--- src/rtl/const_mon_pkg.sv ---
// const_mon_pkg: shared definitions for the constant tie-off monitor.
// Contents: FSM state encoding, expected line values, counter-width helper.
package const_mon_pkg;

  typedef enum logic [1:0] {
    IDLE  = 2'b00,
    ARM   = 2'b01,
    CHECK = 2'b10,
    FAULT = 2'b11
  } state_e;

  localparam logic ONE_EXP  = 1'b1;
  localparam logic ZERO_EXP = 1'b0;

  // Ceiling log2; callers pass (max_value + 1) to size a counter.
  function automatic int clog2(input int value);
    int r;
    int v;
    r = 0;
    v = value - 1;
    while (v > 0) begin
      r = r + 1;
      v = v >> 1;
    end
    return r;
  endfunction

endpackage

--- src/rtl/const_sync.sv ---
// const_sync: STAGES-deep flop chain bringing an asynchronous level into clk.
// Ports:
//   clk   - block clock
//   reset - asynchronous, active-high reset (chain loads RESET_VAL)
//   d     - asynchronous input level
//   q     - synchronized level
// RESET_VAL is chosen equal to the line's expected value so that reset
// never produces a spurious mismatch.
module const_sync
  import const_mon_pkg::*;
#(
  parameter int   STAGES    = 2,
  parameter logic RESET_VAL = 1'b0
) (
  input  logic clk,
  input  logic reset,
  input  logic d,
  output logic q
);

  logic [STAGES-1:0] chain;

  always_ff @(posedge clk or posedge reset) begin
    if (reset) begin
      chain <= {STAGES{RESET_VAL}};
    end else begin
      chain <= {chain[STAGES-2:0], d};
    end
  end

  assign q = chain[STAGES-1];

endmodule

--- src/rtl/const_tie_monitor.sv ---
// const_tie_monitor: checks the buffered constant tie-off pair (one/zero)
// feeding the 1.8V I/O-cell controls, debounces mismatches and raises a
// sticky fault with per-line cause flags and a saturating fault counter.
//
// Ports:
//   clk         - block clock
//   reset       - asynchronous, active-high reset
//   enable      - monitor enable (synchronous)
//   one_in      - constant-high line under test (asynchronous)
//   zero_in     - constant-low line under test (asynchronous)
//   clear       - single-cycle pulse clearing sticky flags and fault_count
//   fault       - sticky fault flag
//   fault_one   - sticky: one line was low at fault entry
//   fault_zero  - sticky: zero line was high at fault entry
//   fault_count - number of fault entries, saturating
//   state       - current FSM state (debug)
//   irq         - single-cycle pulse on each CHECK->FAULT transition
//                 (present only when CONST_TIE_MON_IRQ_EN is defined)
//
// State table:
//   IDLE  (00) | monitor disabled
//   ARM   (01) | flushing stale synchronizer contents after enable
//   CHECK (10) | comparing samples, counting consecutive mismatches
//   FAULT (11) | fault latched, waiting for clear or disable
module const_tie_monitor
  import const_mon_pkg::*;
#(
  parameter int SYNC_STAGES = 2,
  parameter int DEBOUNCE    = 4,
  parameter int CNT_W       = 8
) (
  input  logic             clk,
  input  logic             reset,
  input  logic             enable,
  input  logic             one_in,
  input  logic             zero_in,
  input  logic             clear,
  output logic             fault,
  output logic             fault_one,
  output logic             fault_zero,
  output logic [CNT_W-1:0] fault_count,
  output logic [1:0]       state
`ifdef CONST_TIE_MON_IRQ_EN
  ,
  output logic             irq
`endif
);

  localparam int ARM_W = clog2(SYNC_STAGES + 1);
  localparam int DEB_W = clog2(DEBOUNCE + 1);

  logic             one_s;
  logic             zero_s;
  logic             mismatch;
  state_e           st;
  logic [ARM_W-1:0] arm_cnt;
  logic [DEB_W-1:0] deb_cnt;

  const_sync #(.STAGES(SYNC_STAGES), .RESET_VAL(ONE_EXP)) u_sync_one (
    .clk   (clk),
    .reset (reset),
    .d     (one_in),
    .q     (one_s)
  );

  const_sync #(.STAGES(SYNC_STAGES), .RESET_VAL(ZERO_EXP)) u_sync_zero (
    .clk   (clk),
    .reset (reset),
    .d     (zero_in),
    .q     (zero_s)
  );

  assign mismatch = (one_s != ONE_EXP) | (zero_s != ZERO_EXP);
  assign state    = st;

  always_ff @(posedge clk or posedge reset) begin
    if (reset) begin
      st          <= IDLE;
      arm_cnt     <= '0;
      deb_cnt     <= '0;
      fault       <= 1'b0;
      fault_one   <= 1'b0;
      fault_zero  <= 1'b0;
      fault_count <= '0;
`ifdef CONST_TIE_MON_IRQ_EN
      irq         <= 1'b0;
`endif
    end else begin
`ifdef CONST_TIE_MON_IRQ_EN
      irq <= 1'b0;
`endif
      if (clear) begin
        fault       <= 1'b0;
        fault_one   <= 1'b0;
        fault_zero  <= 1'b0;
        fault_count <= '0;
      end

      if (!enable) begin
        st      <= IDLE;
        deb_cnt <= '0;
      end else begin
        case (st)
          IDLE: begin
            st      <= ARM;
            arm_cnt <= ARM_W'(SYNC_STAGES);
          end
          ARM: begin
            arm_cnt <= arm_cnt - ARM_W'(1);
            if (arm_cnt == ARM_W'(1)) st <= CHECK;
          end
          CHECK: begin
            if (mismatch) begin
              if (deb_cnt == DEB_W'(DEBOUNCE - 1)) begin
                deb_cnt <= '0;
                // A clear landing on the entry edge cancels the entry entirely.
                if (!clear) begin
                  st         <= FAULT;
                  fault      <= 1'b1;
                  fault_one  <= fault_one | (one_s != ONE_EXP);
                  fault_zero <= fault_zero | (zero_s != ZERO_EXP);
                  if (fault_count != {CNT_W{1'b1}}) begin
                    fault_count <= fault_count + CNT_W'(1);
                  end
`ifdef CONST_TIE_MON_IRQ_EN
                  irq <= 1'b1;
`endif
                end
              end else begin
                deb_cnt <= deb_cnt + DEB_W'(1);
              end
            end else begin
              deb_cnt <= '0;
            end
          end
          FAULT: begin
            if (clear) begin
              st      <= CHECK;
              deb_cnt <= '0;
            end
          end
          default: begin
            st      <= IDLE;
            deb_cnt <= '0;
          end
        endcase
      end
    end
  end

endmodule

--- config.mk ---
export PLATFORM = sky130hd
export DESIGN_NAME = const_tie_monitor
export DESIGN_NICKNAME = d
export VERILOG_FILES = /design/src/rtl/const_mon_pkg.sv /design/src/rtl/const_sync.sv /design/src/rtl/const_tie_monitor.sv
export SDC_FILE = /design/constraint.sdc
export NUM_CORES = 1
export LEC_CHECK = 0
export CAP_MARGIN = 20
export CORE_ASPECT_RATIO = 0.8
export CORE_MARGIN = 5
export CORE_UTILIZATION = 45
export CTS_CLUSTER_DIAMETER = 120
export DETAILED_ROUTE_END_ITERATION = 8
export PLACE_DENSITY = 0.73
export SLEW_MARGIN = 15
export SYNTH_ARGS = -nofsm -noshare
export SYNTH_HDL_FRONTEND = slang
export SYNTH_HIERARCHICAL = 1
export SYNTH_SLANG_ARGS = --single-unit
--- constraint.sdc ---
create_clock -name clk -period 1.5 [get_ports clk]
set_input_delay 0.3 -clock clk [delete_from_list [all_inputs] [get_ports clk]]
set_output_delay 0.3 -clock clk [all_outputs]
set_load 0.05 [all_outputs]
# Yosys cells after proc, flatten, opt, wreduce, memory -nomap -nowiden
# Cells that the tools add are included.
# W data, S select, Z words.
[op_classes]
add_sub_neg = 3
eq_ne = 12
mux = 38
n_bitwise = 4
n_reduce_logical = 5
[ops]
columns = ["op", "count"]
rows = [
  ["$mux W8", 7],
  ["$mux W1", 18],
  ["$ne A3 B3 Y1 const B", 5],
  ["$mux W2", 6],
  ["$mux W3", 4],
  ["$add A8 B1 Y8 const B", 1],
  ["$ne A8 B8 Y1 const B", 1],
  ["$pmux W2 S4", 1],
  ["$pmux W3 S2", 1],
  ["$reduce_and A5 Y1", 1],
  ["$eq A2 B1 Y1 const B", 2],
  ["$eq A2 B2 Y1 const B", 2],
  ["$pmux W2 S2", 1],
  ["$reduce_and A2 Y1", 2],
  ["$add A3 B1 Y3 const B", 1],
  ["$eq A3 B2 Y1 const B", 1],
  ["$ne A3 B1 Y1 const B", 1],
  ["$or A1 B1 Y1", 3],
  ["$logic_not A2 Y1", 1],
  ["$reduce_bool A2 Y1", 1],
  ["$sub A2 B1 Y2 const B", 1],
  ["$not A1 Y1", 1],
]
[word_totals]
register_bits = 22
inputBits = 6
out_inout_bits = 13
wordCells = 71

# Longest topological paths before layout
# Gate-level depths: netlist (run 1).
[depth]
ltp_word = 7
depth_mapped = 6

# Cells and area by module
# The synthesis (run 1) kept the hierarchy.
[modules_own_cells]
columns = ["module", "instances", "cells_each", "area_each_um2", "seq_area_each_um2"]
rows = [
  ["const_tie_monitor", 1, 95, 933.4, 450.4],
  ["const_sync (u_sync_one)", 1, 3, 56.3, 52.6],
  ["const_sync (u_sync_zero)", 1, 3, 53.8, 50.0],
]

# Worst setup path after synthesis (run 1)
# OpenSTA, ideal clock, no wires.
[synth_path]
path_kind = "register to register"
start = "register st[1] (netlist: state[1])"
end = "register fault_count[7]"
setup_ns = 0.125
t_arrival_ns = 1.725
required_ns = 1.375
path_slack_ns = -0.350
path_stages_with_launch = 6
n_path_buf = 1
synth_period_minus_slack_ns = 1.850
path_cell_list = "dfrtp_1 -> and4bb_1 -> nand3_2 -> buf_4 -> nor3_1 -> mux2_2"
[synth_between]
elab_chain_cells = 3
[synth_rtl]
columns = ["element", "line", "source"]
rows = [
  ["start, declared", "const_tie_monitor.sv:55", "state_e st;"],
  ["start signal, assigned", "const_tie_monitor.sv:78", "st <= IDLE;"],
  ["start signal, assigned", "const_tie_monitor.sv:100", "st <= IDLE;"],
  ["start signal, assigned", "const_tie_monitor.sv:105", "st <= ARM;"],
  ["$eq A2 B2 Y1", "const_tie_monitor.sv:103", "case (st)"],
  ["$mux W8", "const_tie_monitor.sv:103", ""],
  ["$mux W8", "const_tie_monitor.sv:99", "if (!enable) begin"],
  ["end signal, assigned", "const_tie_monitor.sv:123", "fault_count <= fault_count + CNT_W'(1);"],
  ["end, declared", "const_tie_monitor.sv:41", "output logic [CNT_W-1:0] fault_count,"],
]
# No other way between the ends.
# A chain may end at the register's enable or synchronous reset.

# Final worst setup path (run 1)
[layout_path]
start = "register deb_cnt[0]"
end = "register fault_count[3]"
[layout_between]
elab_chain_cells = 5
[layout_rtl]
columns = ["element", "line", "source"]
rows = [
  ["start, declared", "const_tie_monitor.sv:57", "logic [DEB_W-1:0] deb_cnt;"],
  ["start signal, assigned", "const_tie_monitor.sv:130", "deb_cnt <= deb_cnt + DEB_W'(1);"],
  ["$eq A3 B2 Y1", "const_tie_monitor.sv:114", "if (deb_cnt == DEB_W'(DEBOUNCE - 1)) begin"],
  ["$mux W8", "const_tie_monitor.sv:114", ""],
  ["$mux W8", "const_tie_monitor.sv:113", "if (mismatch) begin"],
  ["$mux W8", "const_tie_monitor.sv:103", ""],
  ["$mux W8", "const_tie_monitor.sv:99", ""],
]
# No other way between the ends.

==> run metrics, run 1 <==
status finished, violations left; failing checks setup timing; Site Rows 15; routed len/inst 17.43 um; CP max stage delay 0.44 ns; Pwr Density 768.4 nW/um^2; Rel. slew slack 77.30%; register area share after synthesis 53.00%; Yosys warnings 6; number of remaining DRC errors 0; Post-Syn Area 1044 sq um; GR Overflow Total 0; RSZ-0062 raised after global routing yes; Post-Layout Cell Count 168; Net count, final 153; Hold Slack 0.1639 ns; Final Cycle Share 108.4%; IO buf count 18; clock edge transition at the registers on the reported setup and hold paths 0.13 ns; CTS tree built; initial DRC count 29; core outline area 2177 sq um; Final Skew 0.004528 ns; routability congestion estimate 0.7761; Max Fclk 0.6152 GHz; #FFs+latches synth 22; Detailed Place HPWL 1.902 mm; layout cells sized above 1 45.45%; initial core utilization 47.93%; first-pass GRT wire length 4.795 mm; vias in the first global route 968; fin crit period 1.626 ns; ANT nets after route 0; final worst slack -0.1255 ns; I/O pins 19; Syn Area/Cell 10.33 sq um; final wirelength 2.929 mm; Mapped Cells 101; Cell variety after synth 36; H-tree levels 1; family with the most delay on the worst path simple AND/OR/NAND/NOR gates; CP Class reg2reg; Worst-Skew Late Latency 0.32 ns; MaxCap Viol Count 0; drt via density 5.714; DP Cell Count 161; DIE AREA 3388 sq um; via count 960; Die Ht 53.07 um; pin count of the biggest net entering global routing 19; commonest non-fill, non-tap cells in the layout buf_4 (18), buf_12 (13), dfrtp_1 (12), inv_1 (8), dfrtp_2 (8); pre-CTS setup slack -0.1944 ns; crit end category flip-flop; post-layout util 78.91%; initial antenna violation count 0; fillers 131; critical path launch point type flip-flop; # diodes 0; Slew Limit Fails 0; CP max FO 5; Sink Count 22; required time worst endpoint 1.76 ns; Min-Delay Path Class in2async; fin area 1718 sq um; register area 563.0 sq um; clock root buffer clkbuf_4; post-synth net total 110; most common cell after layout, fill and taps aside buf_4; Area Overhead vs Synth 64.63%; arrival time at the worst endpoint 1.88 ns; area of placed instances 1567 sq um; Leak 0.7341 nW; Num CTS Buffers 3; Final Hold Fails 0; Max rail drop VDD 0.8139 mV; width of the die 63.84 um; final setup vio count 8; Total GRT Usage 18.80%; Multi-input gate area 559.3 sq um; buffer depth of the longest clock path 2; slew of the pin with the lowest slew margin 0.3398 ns; CP cell instances ha_2, and4bb_2, nand3_4, or4_4, a21oi_2; critical path buffer and inverter count 0; total iterations of the first detailed-routing run 4; CP max-delay cell or4_4
cells in the mapped netlist (all sizes together):
master | n | share of area, %
mux2 | 1 | 1.1
o41ai | 1 | 0.84
o2111ai | 1 | 0.84
nor2 | 8 | 2.9
nor3 | 2 | 0.96
nand3b | 1 | 0.72
o21a | 2 | 1.4
o31ai | 2 | 1.4
a31oi | 2 | 1.2
nor2b | 3 | 1.8
or3 | 1 | 0.60
nand3 | 3 | 1.9
inv | 8 | 2.9
o21ai | 4 | 1.9
nand2 | 4 | 1.4
nand2b | 3 | 1.8
and4bb | 1 | 1.2
clkbuf | 1 | 0.36
ha | 3 | 3.6
and3 | 2 | 1.2
nor3b | 2 | 1.4
a21oi | 7 | 3.4
or4 | 2 | 1.4
a21o | 1 | 0.72
nand4 | 3 | 1.8
a311oi | 1 | 0.84
a21boi | 1 | 0.72
o211a | 1 | 0.96
and2 | 3 | 1.8
buf | 1 | 0.72
dfstp | 2 | 5.0
o311ai | 1 | 0.84
or2b | 2 | 1.4
dfrtp | 20 | 48
a41oi | 1 | 0.84
final timing paths:
check	from	to	slack [ns]	cells past startpoint
max	deb_cnt[0]$_DFFE_PP0P_	fault_count[3]$_DFF_PP0_	-0.13	5
min	reset	u_sync_zero/chain[0]$_DFF_PP0_	0.16	2
max reg2reg	deb_cnt[0]$_DFFE_PP0P_	fault_count[3]$_DFF_PP0_	-0.13	5
min reg2reg	u_sync_zero/chain[0]$_DFF_PP0_	u_sync_zero/chain[1]$_DFF_PP0_	0.36	0
max in group asynchronous	reset	state[1]$_DFFE_PP0P_	0.95	3
min in group clk	u_sync_zero/chain[0]$_DFF_PP0_	u_sync_zero/chain[1]$_DFF_PP0_	0.36	0
logic make-up after synthesis:
| kind of cell | synth area share (%) |
|---|---|
| fa+ha+maj | 3.598 |
| compound gates | 15.95 |
| flops | 53.00 |
| buf+inv | 3.957 |
| simple gates | 22.42 |
| mux | 1.079 |
timing repair:
item / CTS / global route
pin swaps: 3 / 3
endpoints found under the setup margin: 9 / 15
buffers inserted: 3 / 0
gates resized for setup: 5 / 15
gates cloned: 1 / 0
hold buffers: 0 / 0
power by group:
part | leakage (nW) | switching, mW | internal [mW]
clock | 0.0279 | 0.194 | 0.270
sequential | 0.274 | 0.0189 | 0.627
combinational | 0.432 | 0.110 | 0.100
state kept, by name, indices dropped and copies added, names as in the netlist:
signal             count
deb_cnt                3
u_sync_zero/chain      2
fault_zero             1
fault_count            8
u_sync_one/chain       2
arm_cnt                2
fault_one              1
fault                  1
state                  2
routing by layer:
layer	vias to the layer above	part of all wire [%]	GRT usage [%]
met5	-	0	0
met1	485	47	23.15
met4	0	2.2	8.304
li1	446	-	-
met2	23	47	31.44
met3	6	3.8	4.459
per-stage QoR:
step | setup TNS (ns) | power (mW)
floorplan | -0.3114 | 0.7494
global placement | -1.044 | 0.8371
detailed placement | -1.568 | 0.8482
CTS | -0.5009 | 1.320
global route | -1.466 | 1.380
finish | -0.5615 | 1.320
final cells by class:
type | count | share of cell area (%)
Tap cell | 25 | 1.821
Sequential cell | 22 | 32.77
Inverter | 8 | 1.748
Multi-Input combinational cell | 70 | 32.56
Clock buffer | 3 | 1.311
Timing Repair Buffer | 39 | 28.04
Clock inverter | 1 | 1.748
Power figures use the tool's default switching activity.
==> inputs of run 2 (changes only) <==
- CTS_BUF_LIST: not set -> sky130_fd_sc_hd__clkbuf_16
==> run 2 against run 1 <==
  * The run still ends with setup timing left
  * Clock skew fell by 0.0035 ns
  * Final area is 1.8% higher
  * Global-route usage up 0.60 points
  * Maximum frequency is 1.7% higher
  * Die area is the same
  * Combinational power hardly changed
  * Register-to-register slack improved by 0.03 ns
  * Critical path type unchanged
  * Routed wire length is 4.4% higher
  * Clock power increased by 60%
  * Clock-buffer cell count is the same
  * Sequential cell count stayed put
  * Final cell count unchanged
==> run metrics, run 2 (same netlist as run 1, synthesis figures left out) <==
status finished, violations left; failing checks setup timing; top flop regs fault_count: 8 flops, deb_cnt: 3 flops; clock root buffer clkbuf_16; pre-CTS setup slack -0.1944 ns; width of the die 63.84 um; CP max FO 5; DIE AREA 3388 sq um; GRT met3 Usage 5.520%; initial DRC count 29; R2R Path Start deb_cnt[1]$_DFFE_PP0P_; GR peak layer met2; Num CTS Buffers 3; hold buffers post-CTS 0; # diodes 0; RSZ-0062 raised after global routing yes; buffer depth of the longest clock path 2; clock edge transition at the registers on the reported setup and hold paths 0.06 ns; final wirelength 3.058 mm; final worst slack -0.09895 ns; total power 1.602 mW; Site Rows 15; GR Layer Usage met1 21.96%; reg2reg end fault_count[3]$_DFF_PP0_; required time worst endpoint 1.68 ns; IO buf count 18; Pwr Density 915.6 nW/um^2; Die Ht 53.07 um; crit end category flip-flop; Rel. slew slack 74.06%; register area 563.0 sq um; I/O pins 19; Worst-Skew Late Latency 0.25 ns; Max rail drop VDD 1.230 mV; largest register by flop count fault_count; Final Hold Fails 0; R2R Setup Slk -0.1 ns; H-tree levels 1; drt via density 5.857; fin crit period 1.599 ns; layout cells sized above 1 46.15%; met2 GRT Util 34.78%; ANT nets after route 0; number of remaining DRC errors 0; total iterations of the first detailed-routing run 4; critical path launch point type flip-flop; fillers 133; commonest non-fill, non-tap cells in the layout buf_4 (21), buf_12 (13), dfrtp_1 (12), inv_1 (8), dfrtp_2 (8); via count 984; first-pass GRT wire length 4.947 mm; initial antenna violation count 0; MaxCap Viol Count 0; Sink Count 22; Net count, final 153; routed len/inst 18.20 um; Min-Delay Path Class in2async; max reg flops 8; routability congestion estimate 0.7761; Leak 0.7459 nW; setup TNS -0.2596 ns; initial core utilization 47.93%; Final Skew 0.001050 ns; arrival time at the worst endpoint 1.78 ns; Slew Limit Fails 0; final setup vio count 7; post-layout util 80.34%; Reg2Reg Depth 5; Area Overhead vs Synth 67.63%; slew of the pin with the lowest slew margin 0.3841 ns; CTS tree built; core outline area 2177 sq um; vias in the first global route 1022; Detailed Place HPWL 1.902 mm; Multi-input gate area 553.0 sq um; pin count of the biggest net entering global routing 19; Final Cycle Share 106.6%; most common cell after layout, fill and taps aside buf_4; Total GRT Usage 19.40%; GR Overflow Total 0; CP Class reg2reg; Max Fclk 0.6254 GHz
-- run 2: changes by cell type in the layout (fill, tap and decap cells not counted), moves of 3 or more --
cell | previous run | this run
buf_4 | 18 | 21
buf_6 | 3 | 0
clkbuf_16 | 0 | 3
clkbuf_4 | 3 | 0
-- run 2: critical path: stages (launching register included) --
cell      delay (ns)
dfrtp_1         0.36
ha_2            0.19
and4bb_4        0.29
nand3_4         0.11
or4_4           0.44
a21oi_2         0.14
-- run 2: where the power goes --
group / internal, mW / switching, mW / total (mW)
clock: 0.530 / 0.214 / 0.744
combinational: 0.0997 / 0.111 / 0.211
sequential: 0.628 / 0.0184 / 0.647
total: 1.26 / 0.344 / 1.60
-- run 2: worst max path at each step --
stage	to	slack, ns	start	depth (start not counted)
global route	fault_count[3]$_DFF_PP0_	-0.16	deb_cnt[0]$_DFFE_PP0P_	5
CTS	fault_count[3]$_DFF_PP0_	-0.10	deb_cnt[0]$_DFFE_PP0P_	5
detailed placement	fault_count[3]$_DFF_PP0_	-0.19	enable	4
finish	fault_count[3]$_DFF_PP0_	-0.1	deb_cnt[1]$_DFFE_PP0P_	5
global placement	fault_count[3]$_DFF_PP0_	-0.14	enable	4
floorplan	fault_count[7]$_DFF_PP0_	-0.10	state[0]$_DFFE_PP0P_	5
-- run 2: repair_timing --
item,4_1_cts,5_1_grt
pin swaps,2,2
setup buffers,2,0
setup endpoints to repair,9,14
gates cloned,1,0
gates resized for setup,6,10
-- run 2: cell type report --
cell class                 count  area share (%)
clock inverter                 1           1.717
tap                           25           1.788
inverter                       8           1.717
clock buffer                   3           4.292
sequential                    22           32.19
timing repair buffer          39           26.68
multi-input combinational     70           31.62
-- run 2: through the flow --
step | hold slack (ns) | instances | cell area (sq um)
2_1_floorplan | 0.04118 | 101 | 1097
3_3_place_gp | 0.3382 | 161 | 1567
3_5_place_dp | 0.3356 | 161 | 1567
4_1_cts | 0.2534 | 168 | 1715
5_1_grt | 0.2698 | 168 | 1749
6_report | 0.2529 | 168 | 1749
-- run 2: metal layers --
layer | part of all wire, % | routed length [um]
met5 | 0 | 0
met4 | 1.2 | 38
met3 | 5.2 | 160
met2 | 50 | 1518
met1 | 44 | 1342
